==> config.mk <==
export PLATFORM = sky130hd
export DESIGN_NAME = mem_port_arbiter
export DESIGN_NICKNAME = d
export VERILOG_FILES = /design/src/rtl/mem_port_arbiter.sv
export SDC_FILE = /design/constraint.sdc
export NUM_CORES = 1
export LEC_CHECK = 0
export BUFFER_PORTS_ARGS = -buffer_cell sky130_fd_sc_hd__buf_2
export CELL_PAD_IN_SITES_DETAIL_PLACEMENT = 2
export CELL_PAD_IN_SITES_GLOBAL_PLACEMENT = 2
export CORE_AREA = 2 2 160 115
export CTS_CLUSTER_DIAMETER = 30
export DETAILED_ROUTE_END_ITERATION = 16
export DIE_AREA = 0 0 162 117
export GPL_ROUTABILITY_DRIVEN = 1
export PLACE_DENSITY = 0.83
export SYNTH_ARGS = -nofsm -noshare
export SYNTH_HDL_FRONTEND = slang
export SYNTH_SLANG_ARGS = --single-unit
==> constraint.sdc <==
create_clock -name clk -period 2.35 [get_ports clk]
set_input_delay 0.3525 -clock clk [delete_from_list [all_inputs] [get_ports clk]]
set_output_delay 0.3525 -clock clk [all_outputs]
set_load 0.02 [all_outputs]
==> src/rtl/mem_port_arbiter.sv <==
// Single-port memory arbiter between the fetch path and the load/store path.
// Data side wins by default; a starvation counter forces fetch progress.
module mem_port_arbiter #(
  parameter int MEM_LAT    = 2,
  parameter int STARVE_LIM = 3
) (
  input  logic        clk,
  input  logic        rst_n,
  input  logic        if_req,
  input  logic [31:0] if_addr,
  output logic        if_gnt,
  output logic        if_rvalid,
  output logic [31:0] if_rdata,
  input  logic        dm_req,
  input  logic        dm_we,
  input  logic [31:0] dm_addr,
  input  logic [31:0] dm_wdata,
  input  logic [3:0]  dm_be,
  output logic        dm_gnt,
  output logic        dm_rvalid,
  output logic [31:0] dm_rdata,
  output logic        mem_en,
  output logic        mem_we,
  output logic [31:0] mem_addr,
  output logic [31:0] mem_wdata,
  output logic [3:0]  mem_be,
  input  logic [31:0] mem_rdata
);

  typedef enum logic {IDLE, BUSY} state_t;
  typedef enum logic [1:0] {OWN_NONE, OWN_IF, OWN_DM} owner_t;

  localparam logic [2:0] LAT = 3'(MEM_LAT);
  localparam logic [3:0] SLIM = 4'(STARVE_LIM);

  state_t      state_q, state_d;
  owner_t      owner_q, owner_d;
  logic [2:0]  cnt_q, cnt_d;
  logic [3:0]  starve_q, starve_d;
  logic        rvalid_q, rvalid_d;
  logic [31:0] if_rdata_q, dm_rdata_q;
  logic        if_win, dm_win, free, last_busy;

  logic unused_addr_lsbs;
  assign unused_addr_lsbs = ^{if_addr[1:0], dm_addr[1:0]};

  // The rvalid cycle is already IDLE, so it doubles as the next free cycle.
  assign free      = (state_q == IDLE);
  assign last_busy = (state_q == BUSY) && (cnt_q == LAT);

  always_comb begin
    if_win = 1'b0;
    dm_win = 1'b0;
    if (rst_n && free) begin
      if (if_req && dm_req && (starve_q == SLIM)) begin
        if_win = 1'b1;
      end else if (dm_req) begin
        dm_win = 1'b1;
      end else if (if_req) begin
        if_win = 1'b1;
      end
    end
  end

  assign if_gnt = if_win;
  assign dm_gnt = dm_win;

  always_comb begin
    mem_en    = 1'b0;
    mem_we    = 1'b0;
    mem_addr  = 32'h0;
    mem_wdata = 32'h0;
    mem_be    = 4'h0;
    if (if_win) begin
      mem_en   = 1'b1;
      mem_addr = {if_addr[31:2], 2'b00};
      mem_be   = 4'hF;
    end else if (dm_win) begin
      mem_en    = 1'b1;
      mem_we    = dm_we;
      mem_addr  = {dm_addr[31:2], 2'b00};
      mem_wdata = dm_wdata;
      mem_be    = dm_be;
    end
  end

  always_comb begin
    state_d  = state_q;
    cnt_d    = cnt_q;
    owner_d  = owner_q;
    rvalid_d = 1'b0;
    starve_d = starve_q;
    if (rvalid_q) owner_d = OWN_NONE;
    case (state_q)
      IDLE: begin
        if (if_win || (dm_win && !dm_we)) begin
          state_d = BUSY;
          cnt_d   = 3'd1;
          owner_d = if_win ? OWN_IF : OWN_DM;
        end
      end
      BUSY: begin
        if (cnt_q == LAT) begin
          state_d  = IDLE;
          cnt_d    = 3'd0;
          rvalid_d = 1'b1;
        end else begin
          cnt_d = cnt_q + 3'd1;
        end
      end
      default: state_d = IDLE;
    endcase
    if (if_win) begin
      starve_d = 4'd0;
    end else if (dm_win && if_req && (starve_q != SLIM)) begin
      starve_d = starve_q + 4'd1;
    end
  end

  always_ff @(posedge clk or negedge rst_n) begin
    if (!rst_n) begin
      state_q  <= IDLE;
      owner_q  <= OWN_NONE;
      cnt_q    <= 3'd0;
      starve_q <= 4'd0;
      rvalid_q <= 1'b0;
    end else begin
      state_q  <= state_d;
      owner_q  <= owner_d;
      cnt_q    <= cnt_d;
      starve_q <= starve_d;
      rvalid_q <= rvalid_d;
    end
  end

  // Read data lands in the owner's register so the other side's word holds.
  always_ff @(posedge clk or negedge rst_n) begin
    if (!rst_n) begin
      if_rdata_q <= 32'h0;
      dm_rdata_q <= 32'h0;
    end else if (last_busy) begin
      if (owner_q == OWN_IF) if_rdata_q <= mem_rdata;
      if (owner_q == OWN_DM) dm_rdata_q <= mem_rdata;
    end
  end

  assign if_rvalid = rvalid_q && (owner_q == OWN_IF);
  assign dm_rvalid = rvalid_q && (owner_q == OWN_DM);
  assign if_rdata  = if_rdata_q;
  assign dm_rdata  = dm_rdata_q;

endmodule

## Word-level counts from Yosys, hierarchy flattened

Index checks and enable logic that the tools add are counted.
W data, S select, Z words.

- Register bits after elaboration: 75
- Bits of input ports: 137
- Output and inout port bits: 138

- $add $sub $neg: 2
- Equality and inequality tests: 6
- Mux-type cells: 31
- Bitwise gates (word level): 1
- Reductions and logical operators: 14

Operators by type and width:

| operator | count |
|---|---|
| $mux W32 | 4 |
| $mux W4 | 4 |
| $mux W1 | 15 |
| $logic_and A1 B1 Y1 | 9 |
| $mux W2 | 4 |
| $mux W3 | 2 |
| $pmux W3 S2 | 1 |
| $add A4 B1 Y4 const B | 1 |
| $eq A4 B2 Y1 const B | 1 |
| $ne A4 B2 Y1 const B | 1 |
| $reduce_and A2 Y1 | 2 |
| $add A3 B1 Y3 const B | 1 |
| $eq A3 B2 Y1 const B | 1 |
| $eq A2 B1 Y1 const B | 1 |
| $eq A2 B2 Y1 const B | 1 |
| $ne A2 B1 Y1 const B | 1 |
| $pmux W1 S2 | 1 |
| $reduce_bool A2 Y1 | 1 |
| $logic_not A1 Y1 | 1 |
| $logic_or A1 B1 Y1 | 1 |
| $not A1 Y1 | 1 |

## Logic depth before layout (Yosys ltp)

Gate-level depths: netlist of the first run.

- Word-level depth: 8
- Mapped depth: 7
- Depth with buffers taken out: 5

## Worst setup path before layout of the first run

OpenSTA, ideal clock, no wires.

- Kind: reg-to-output
- Start: reg starve_q[0]
- End: out mem_addr[25]
- Arrival: 1.864 ns
- Setup slack: 0.133 ns
- Cell stages (with the launch flop): 6
- Path buffers: 1
- Cells stage by stage: dfrtp_1 > ha_1 > nor3b_1 > o21ai_1 > clkbuf_1 > o21ai_0

- Cells in the longest elaborated chain, start to end: 6
- Elaborated cells on any way between the ends: 8
- Those cells by class: 1 x eq/ne; 6 x mux; 1 x reduce/logical

RTL lines:

| what | line | text |
|---|---|---|
| start: declaration | 39 | `logic [3:0] starve_q, starve_d;` |
| start signal: assignment | 131 | `starve_q <= starve_d;` |
| $eq A4 B2 Y1 * | 55 | `if (if_req && dm_req && (starve_q == SLIM)) begin` |
| $logic_and A1 B1 Y1 * | 55 |  |
| $mux W1 | 55 |  |
| $mux W1 | 54 | `if (rst_n && free) begin` |
| $mux W32 | 78 | `end else if (dm_win) begin` |
| $mux W32 * | 74 | `if (if_win) begin` |
| end: declaration | 24 | `output logic [31:0] mem_addr,` |

Mark *: on every way between the ends. The rest lies on a longest branch, timed or not.

## Worst setup path in the final report of the first run

- Start: reg starve_q[1]
- End: out mem_addr[19]

The elaborated chain is that of the path after synthesis.

==> out/metrics.cfg, run 1 <==
[run]
max_cap_violations = 0

[pwr]
powerDensity_mw_per_mm2 = 1170
ir_drop_mv = 0.500
p_leak_nw = 3.11

[finish]
syn_to_final_growth_pct = 64.0
instances_no_fill = 870
stdcell_area_sq_mm = 0.00622
n_antenna_cell = 0
nets = 767
drive_gt1_share_pct = 63.2

[timing]
max_freq_mhz = 431
finalMaxSlewViolations = 0
hold_violations = 0
holdWs_ns = 0.256
period_share_pct = 98.8
fin_tns_setup_ns = 0
worst_slew_margin_rel_pct = 33.4
setup_violations = 0
rsz0062_at_grt = true
skew_ns = 0.00634
fin_crit_ns = 2.32
worst_slew_pin_slew_ns = 1.00
setup_slack_ns = 0.0282

[floorplan]
coreArea_sq_mm = 0.0175
ioPinCount = 275
rows = 41
dieArea_sq_mm = 0.0190
die_y_um = 117
start_util_pct = 21.6
floorplan.die.width_um = 162

[synth]
synthTopCellsByCount = dfrtp_1, mux2_2, nand2_1, o21ai_0
synth_area_leader_cell = dfrtp_1
yosysTopAreaCellShare_pct = 49.5
synth_cell_type_count = 34
ys_ff_latch = 75
synth.most_common_cell = dfrtp_1
synth_warnings = 0
synth_edf_count = 0
synth_area_per_cell_sq_um = 10.7
synthCells = 356
synthFlopType = dfrtp_1
syn_area_sq_mm = 0.00379
yosysSeqAreaShare_pct = 49.5
synthTopCellsByArea = dfrtp_1, mux2_2, and3_1, o21ai_0, nand3_1
synthArstFlopShare_pct = 100

[clock_tree]
clock_sink_count = 75
clk_pin_slew_ns = 0.06
cts_tree = done
htreeDepth = 3
holdBufCountCts = 0
clk-insertion-delay-late_ns = 0.33
numCtsBuffers = 9
cts-root-buf = clkbuf_16
cts_buffer_depth = 2

[setup_path]
required_ns = 2.00
timing.rr.start = cnt_q[2]
arrival_ns = 1.97
worstSetupEndpointType = output port
start_kind = flip-flop
cp_max_fo = 8
path_class = flip-flop to output port
worstSetupStartpoint = starve_q[1]

[route]
via_count = 3917
viasPerCell = 4.50
ant_nets = 0
drt_first_iter_violations = 177
drt-pass1-iter-count = 4
wire_per_inst_um = 19.5
route.detailed.drc = 0
drt-total-wl_mm = 17.0

[placed_design]
io_buffers = 268
dp_hpwl_mm = 12.4
place_area_sq_mm = 0.00544
gp_congestion = 0.841
post-place-cells = 844
post-place-ws_ns = -0.0695

[global_routing]
grt_pass1_wl_mm = 23.6
grt-ovfl-total = 0
grt_pass1_vias = 4100
grt_max_degree = 76
grt_usage_pct = 16.1
grt_antenna_before_repair = 0

[outcome]
outcome = completed

[hold_path]
min-delay-start = mem_rdata[11]
hp-class = input port to flip-flop

## cell type report
class                           count  area (sq um)
Fill cell                        1967         11300
Multi-Input combinational cell    249          1900
Sequential cell                    75          1880
Timing Repair Buffer              291          1810
Tap cell                          236           295
Clock buffer                       10           239
Clock inverter                      6          96.3
Inverter                            3          11.3
## per-layer routing
| layer | GRT usage (%) | routed length (um) | up-vias | part of all wire, % |
|---|---|---|---|---|
| met2 | 29.5 | 9160 | 100 | 54 |
| met5 | 0 | 0 | - | 0 |
| met4 | 3.07 | 169 | 0 | 1.0 |
| met3 | 3.45 | 775 | 16 | 4.6 |
| met1 | 19.7 | 6850 | 2005 | 40 |
| li1 | - | - | 1796 | - |
## cell families (layout without fill, tap and decap cells)
family                   count (synthesis)  count (layout)  synth area share, %
adder cells (fa/ha/maj)                  1               1                0.330
other                                    1               2               0.0988
AND/OR/NAND/NOR                        129             129                 18.2
flip-flops                              75              75                 49.5
AO/OA/AOI/OAI                           53              53                 7.65
multiplexers                            64              64                 19.4
buffers and inverters                   33             310                 4.85
## placed cells by master, fill, tap and decap left out, types with 11 or more instances in the layout
cell and count:
buf_2 242, dfrtp_1 74, mux2_2 54, nand2_1 42, nand3_1 33, o21ai_0 29, buf_6 24, and3_4 23
buf_4 15, and3_1 11, clkbuf_16 11
## critical path, stage by stage, from the launching register on
cell     delay [ns]
dfrtp_1        0.39
ha_2           0.19
nor3b_4        0.17
a21oi_4        0.20
buf_6          0.18
buf_8          0.15
nand3_1        0.08
o21ai_0        0.07
buf_2          0.19
## where the power goes
group	switching (mW)	leakage (nW)	internal (mW)	total, mW
Clock	0.565	0.161	0.972	1.54
Sequential	0.416	0.880	1.94	2.36
Combinational	1.94	2.07	1.42	3.37
## through the flow
step | power [mW] | util, %
after floorplan | 4.25 | -
after global placement | 5.33 | 31.0
after detailed placement | 5.58 | 31.0
after CTS | 7.23 | 33.4
after global routing | 7.71 | 35.5
final | 7.26 | 35.5
## final timing paths
| path | end | slack, ns | cells past startpoint |
|---|---|---|---|
| max in group asynchronous | dm_rdata[26] | 1.38 | 2 |
| setup / recovery | mem_addr[19] | 0.03 | 8 |
| hold reg to reg | if_rdata[13] | 0.50 | 1 |
| hold / removal | dm_rdata[11] | 0.26 | 2 |
| min in group asynchronous | cnt_q[0] | 0.27 | 2 |
| setup reg to reg | if_rdata[21] | 0.39 | 5 |
## flip-flops by register name, summed over array words and instances (netlist names)
signal / count
state_q: 1
dm_rdata: 32
if_rdata: 32
starve_q: 4
rvalid_q: 1
owner_q: 2
cnt_q: 3
## repair_timing
action | 4_1_cts | 5_1_grt
gates cloned | 1 | 3
pin swaps | 1 | 2
buffers inserted | 3 | 3
endpoints found under the hold margin | 0 | 0
endpoints found under the setup margin | 69 | 58
gates resized for setup | 3 | 84
(Power assumes the default switching activity.)
==> run 2: changes to the inputs <==
--- a/config.mk
+++ b/config.mk
@@ -14,6 +14,7 @@
 export DIE_AREA = 0 0 162 117
 export GPL_ROUTABILITY_DRIVEN = 1
 export PLACE_DENSITY = 0.83
+export SETUP_SLACK_MARGIN = 0.3
 export SYNTH_ARGS = -nofsm -noshare
 export SYNTH_HDL_FRONTEND = slang
 export SYNTH_SLANG_ARGS = --single-unit
==> run 2 against run 1 <==
- worst hold slack got worse by 0.0094 ns
- combinational power rose by 2%
- wire length is 7.1% lower
- critical path type unchanged
- first-iteration DRC count decreased by 15%
- clock power down 8%
- sequential cell count unchanged
- total power down 0.75%
- worst setup slack improved by 0.013 ns
- highest routed layer unchanged
==> out/metrics.cfg, run 2 (synthesized netlist as in run 1, its figures left out) <==
[timing]
finalMaxSlewViolations = 0
worst_slew_pin_slew_ns = 0.824
setup_slack_ns = 0.0413
hold_violations = 0
skew_ns = 0.0121
holdWs_ns = 0.246
worst_slew_margin_rel_pct = 45.0
rsz0062_at_grt = true
setup_violations = 0
fin_crit_ns = 2.31
max_freq_mhz = 433
period_share_pct = 98.2

[setup_path]
cp_cell_sequence = ha_2 -> nor3b_4 -> a21oi_4 -> buf_12 -> clkbuf_16 -> and3_4 -> buf_6
worstSetupEndpointType = output port
cp_slowest_stage_delay_ns = 0.36
cp_max_fo = 6
arrival_ns = 1.96
rr_endpoint = owner_q[0]
reg2reg_depth = 7
r2r_slack_ns = 0.41
path_delay_family = simple AND/OR/NAND/NOR gates
cp_slowest_cell = dfrtp_1
crit_buf_inv = 3
start_kind = flip-flop
timing.rr.start = starve_q[1]
required_ns = 2.00
path_class = flip-flop to output port

[hold_path]
worst_hold_path.endpoint = dm_rdata[11]
hold_depth = 2
hp-class = input port to flip-flop
min-delay-start = mem_rdata[11]

[route]
route.detailed.drc = 0
drt-pass1-iter-count = 4
top_layer = met4
wl_met3_um = 948
wl_met2_mm = 8.24
wl_met1_mm = 6.34
drt-total-wl_mm = 15.7
via_count = 3894
ant_nets = 0
wire_per_inst_um = 18.0
drt_first_iter_violations = 150
viasPerCell = 4.46

[clock_tree]
cts_tree = done
clk-insertion-delay-late_ns = 0.33
clk_pin_slew_ns = 0.07
numCtsBuffers = 9
cts_buffer_depth = 2
htreeDepth = 3
clock_sink_count = 75
cts-root-buf = clkbuf_16

[floorplan]
dieArea_sq_mm = 0.0190
ioPinCount = 275
rows = 41
start_util_pct = 21.6
coreArea_sq_mm = 0.0175
floorplan.die.width_um = 162
die_y_um = 117

[global_routing]
grt_pass1_vias = 4183
grt-ovfl-total = 0
grt_max_degree = 65
grt_antenna_before_repair = 0
grt_pass1_wl_mm = 23.2
grt_usage_pct = 15.6

[run]
max_cap_violations = 0

[finish]
syn_to_final_growth_pct = 71.7
mostFrequentLayoutCells = buf_2, dfrtp_1, mux2_2
multiInputGateArea_sq_mm = 0.00204
nets = 770
n_antenna_cell = 0
seqCellArea_sq_mm = 0.00188
finalCoreUtilization_pct = 37.1
layout_commonest_cell = buf_2
n_fill_cell = 1923
drive_gt1_share_pct = 66.9

[outcome]
outcome = completed

[placed_design]
post-place-ws_ns = 0.223
io_buffers = 268
gp_congestion = 0.821
dp_hpwl_mm = 11.2

[pwr]
p_leak_nw = 3.17
ir_drop_mv = 0.475
powerDensity_mw_per_mm2 = 1110

[run 2: changes by cell type in the layout (fill, tap and decap cells not counted), moves of 4 or more]
cell	previous run	this run
a21oi_4	1	5
buf_6	24	43
o21ai_4	1	5
buf_4	15	26
o21ai_0	29	16
nand3_2	1	5
nand3_1	33	29
a21oi_1	9	5
o21ai_2	0	8
buf_2	242	214
[run 2: worst reg2reg max path, stage by stage, from the launching register on]
cell and delay, ns:
dfrtp_1 0.39, ha_2 0.20, nor3b_4 0.17, buf_4 0.15, buf_4 0.12, nand2_1 0.06, or3b_2 0.48, a31o_2 0.27
[run 2: through the flow]
| stage | std cells | instance area, sq um | power (mW) | setup TNS, ns |
|---|---|---|---|---|
| 6_report | 873 | 6520 | 7.21 | 0 |
| 5_1_grt | 873 | 6520 | 7.65 | -0.492 |
| 4_1_cts | 868 | 6210 | 7.14 | 0 |
| 3_5_place_dp | 841 | 5390 | 5.48 | 0 |
| 3_3_place_gp | 841 | 5390 | 5.27 | 0 |
| 2_1_floorplan | 357 | 3820 | 4.26 | 0 |
[run 2: area by class of cell]
class                           count  share of cell area, %
Clock inverter                      6                   1.11
Multi-Input combinational cell    249                   31.4
Sequential cell                    75                   28.8
Timing Repair Buffer              294                   30.3
Tap cell                          236                   4.53
Inverter                            3                  0.173
Clock buffer                       10                   3.67
[run 2: routing by layer]
metal | up-vias | global-route usage [%]
li1 | 1806 | -
met1 | 1933 | 18.3
met2 | 137 | 28.6
met3 | 18 | 4.33
met4 | 0 | 3.83
met5 | - | 0
[run 2: where the power goes]
part	internal, mW	switching (mW)
combinational	1.46	1.97
sequential	1.94	0.421
clock	0.860	0.549
total	4.26	2.94
[run 2: how the worst max path moves through the flow]
| stage | start | end | cells past startpoint |
|---|---|---|---|
| after global routing | starve_q[1] | mem_addr[31] | 7 |
| after CTS | starve_q[1] | mem_addr[5] | 6 |
| final | starve_q[1] | mem_wdata[16] | 7 |
| after floorplan | state_q | mem_addr[15] | 7 |
| after detailed placement | starve_q[0] | mem_addr[23] | 6 |
| after global placement | starve_q[0] | mem_addr[5] | 6 |
[run 2: repair_timing]
item	CTS	global route
hold buffers	1	0
setup endpoints to repair	69	132
pin swaps	3	6
resized for setup	99	78
hold endpoints to repair	11	0
gates cloned	2	3
setup buffers	8	2
==> run 3: changes to the inputs <==
==> constraint.sdc (replaced) <==
create_clock -name clk -period 2.35 [get_ports clk]
set_input_delay 0 -clock clk [delete_from_list [all_inputs] [get_ports clk]]
set_output_delay 0 -clock clk [all_outputs]
set_load 0.02 [all_outputs]
==> run 3 against run 2 <==
- sequential share of layout area up 1.4 points
- global-route usage up 1.1 points
- clock skew down 0.0059 ns
- sequential cell count unchanged
- core utilization down 1.7 points
- via count up 2.9%
- clock power up 9%
- design area down 4.6%
- the run now ends with hold timing left
- critical path depth unchanged
==> out/metrics.cfg, run 3 (synthesized netlist as in run 1, its figures left out) <==
[outcome]
outcome = complete, but fails checks
violations = hold timing

[global_routing]
grt_max_degree = 76
grt_antenna_before_repair = 1
grt_pass1_vias = 4297
grt-ovfl-total = 0
grt_pass1_wl_mm = 24.8
grt_usage_pct = 16.7

[clock_tree]
clock_sink_count = 75
cts_tree = done
cts-root-buf = clkbuf_16
htreeDepth = 3
clk-insertion-delay-late_ns = 0.33
clk_pin_slew_ns = 0.06
cts_buffer_depth = 2
numCtsBuffers = 9

[route]
drt-pass1-iter-count = 4
viasPerCell = 4.47
drt_first_iter_violations = 121
drt-total-wl_mm = 16.8
ant_nets = 0
wire_per_inst_um = 18.8
route.detailed.drc = 0
via_count = 4008

[placed_design]
dp_hpwl_mm = 11.8
post-place-ws_ns = 0.196
place_area_sq_mm = 0.00537
io_buffers = 268
gp_congestion = 0.884

[timing]
skew_ns = 0.00626
holdWs_ns = -0.0391
finalMaxSlewViolations = 0
worst_slew_margin_rel_pct = 33.9
worst_slew_pin_slew_ns = 0.992
setup_violations = 0
rsz0062_at_grt = true
fin_tns_setup_ns = 0
setup_slack_ns = 0.319
fin_crit_ns = 2.03
hold_violations = 53
period_share_pct = 86.4
max_freq_mhz = 492

[floorplan]
coreArea_sq_mm = 0.0175
rows = 41
floorplan.die.width_um = 162
start_util_pct = 21.6
die_y_um = 117
ioPinCount = 275
dieArea_sq_mm = 0.0190

[setup_path]
cp_slowest_stage_delay_ns = 0.39
cp_slowest_cell = dfrtp_1
start_kind = flip-flop
cp_cell_sequence = ha_2 -> nor3b_4 -> a21oi_4 -> buf_4 -> clkbuf_16 -> and3_1 -> buf_2
arrival_ns = 2.03
required_ns = 2.35
worstSetupEndpointType = output port
path_class = flip-flop to output port
cp_max_fo = 16
path_delay_family = buffers and inverters
crit_buf_inv = 3

[pwr]
ir_drop_mv = 0.492
powerDensity_mw_per_mm2 = 1150
power_mw = 7.15
p_leak_nw = 3.23

[finish]
stdcell_area_sq_mm = 0.00621
finalCoreUtilization_pct = 35.4
drive_gt1_share_pct = 56.4
nets = 792
layout_commonest_cell = buf_2
mostFrequentLayoutCells = buf_2, dfrtp_1, mux2_2
syn_to_final_growth_pct = 63.7

[run]
max_cap_violations = 0

[hold_path]
hp-class = input port to asynchronous set/reset pin

run 3: changes by cell type in the layout (fill, tap and decap cells not counted), sizes merged:
cell / delta
clkbuf: -1
bufinv: +1
clkinv: -3
bufbuf: +1
inv: +3
dlygate4sd3: +32
diode: +1
buf: -11
run 3: report_power, final:
part	leakage, nW	total (mW)	internal [mW]	switching (mW)
sequential	0.880	2.37	1.94	0.433
clock	0.159	1.53	0.949	0.582
combinational	2.20	3.24	1.34	1.91
run 3: per-layer routing:
metal / track usage, % / wire (um) / up-vias
met5: 0 / 0 / -
met4: 3.95 / 244 / 0
met3: 3.91 / 760 / 21
met2: 31.1 / 8960 / 96
met1: 19.7 / 6880 / 2042
li1: - / - / 1849
run 3: timing repair:
action,in CTS,in global routing
pin swaps,0,2
endpoints found under the hold margin,65,0
hold buffers,33,0
endpoints found under the setup margin,71,62
cloned,2,3
resized for setup,5,10
buffers inserted,1,3
run 3: area by class of cell:
class,instances,area (sq um)
tap,236,295
fill,1969,11300
antenna,1,2.50
sequential,75,1880
inverter,3,11.3
multi-input combinational,249,1780
timing repair buffer,316,1910
clock inverter,7,105
clock buffer,9,225
run 3: worst paths after layout:
kind | startpoint | slack, ns | cells after the start | endpoint
hold reg to reg | dm_rdata[20] | 0.49 | 1 | dm_rdata[20]
setup reg to reg | cnt_q[2] | 0.46 | 5 | dm_rdata[1]
max in group asynchronous | rst_n | 1.72 | 2 | state_q
setup / recovery | starve_q[0] | 0.32 | 7 | mem_wdata[11]
hold / removal | rst_n | -0.04 | 2 | starve_q[0]
min in group clk | if_req | 0.10 | 3 | starve_q[3]
run 3: stage by stage:
stage          hold WS, ns  cells
5_1_grt             0.0394    896
2_1_floorplan       -0.296    357
4_1_cts             0.0107    889
6_report           -0.0391    896
3_3_place_gp         0.227    837
3_5_place_dp         0.237    837
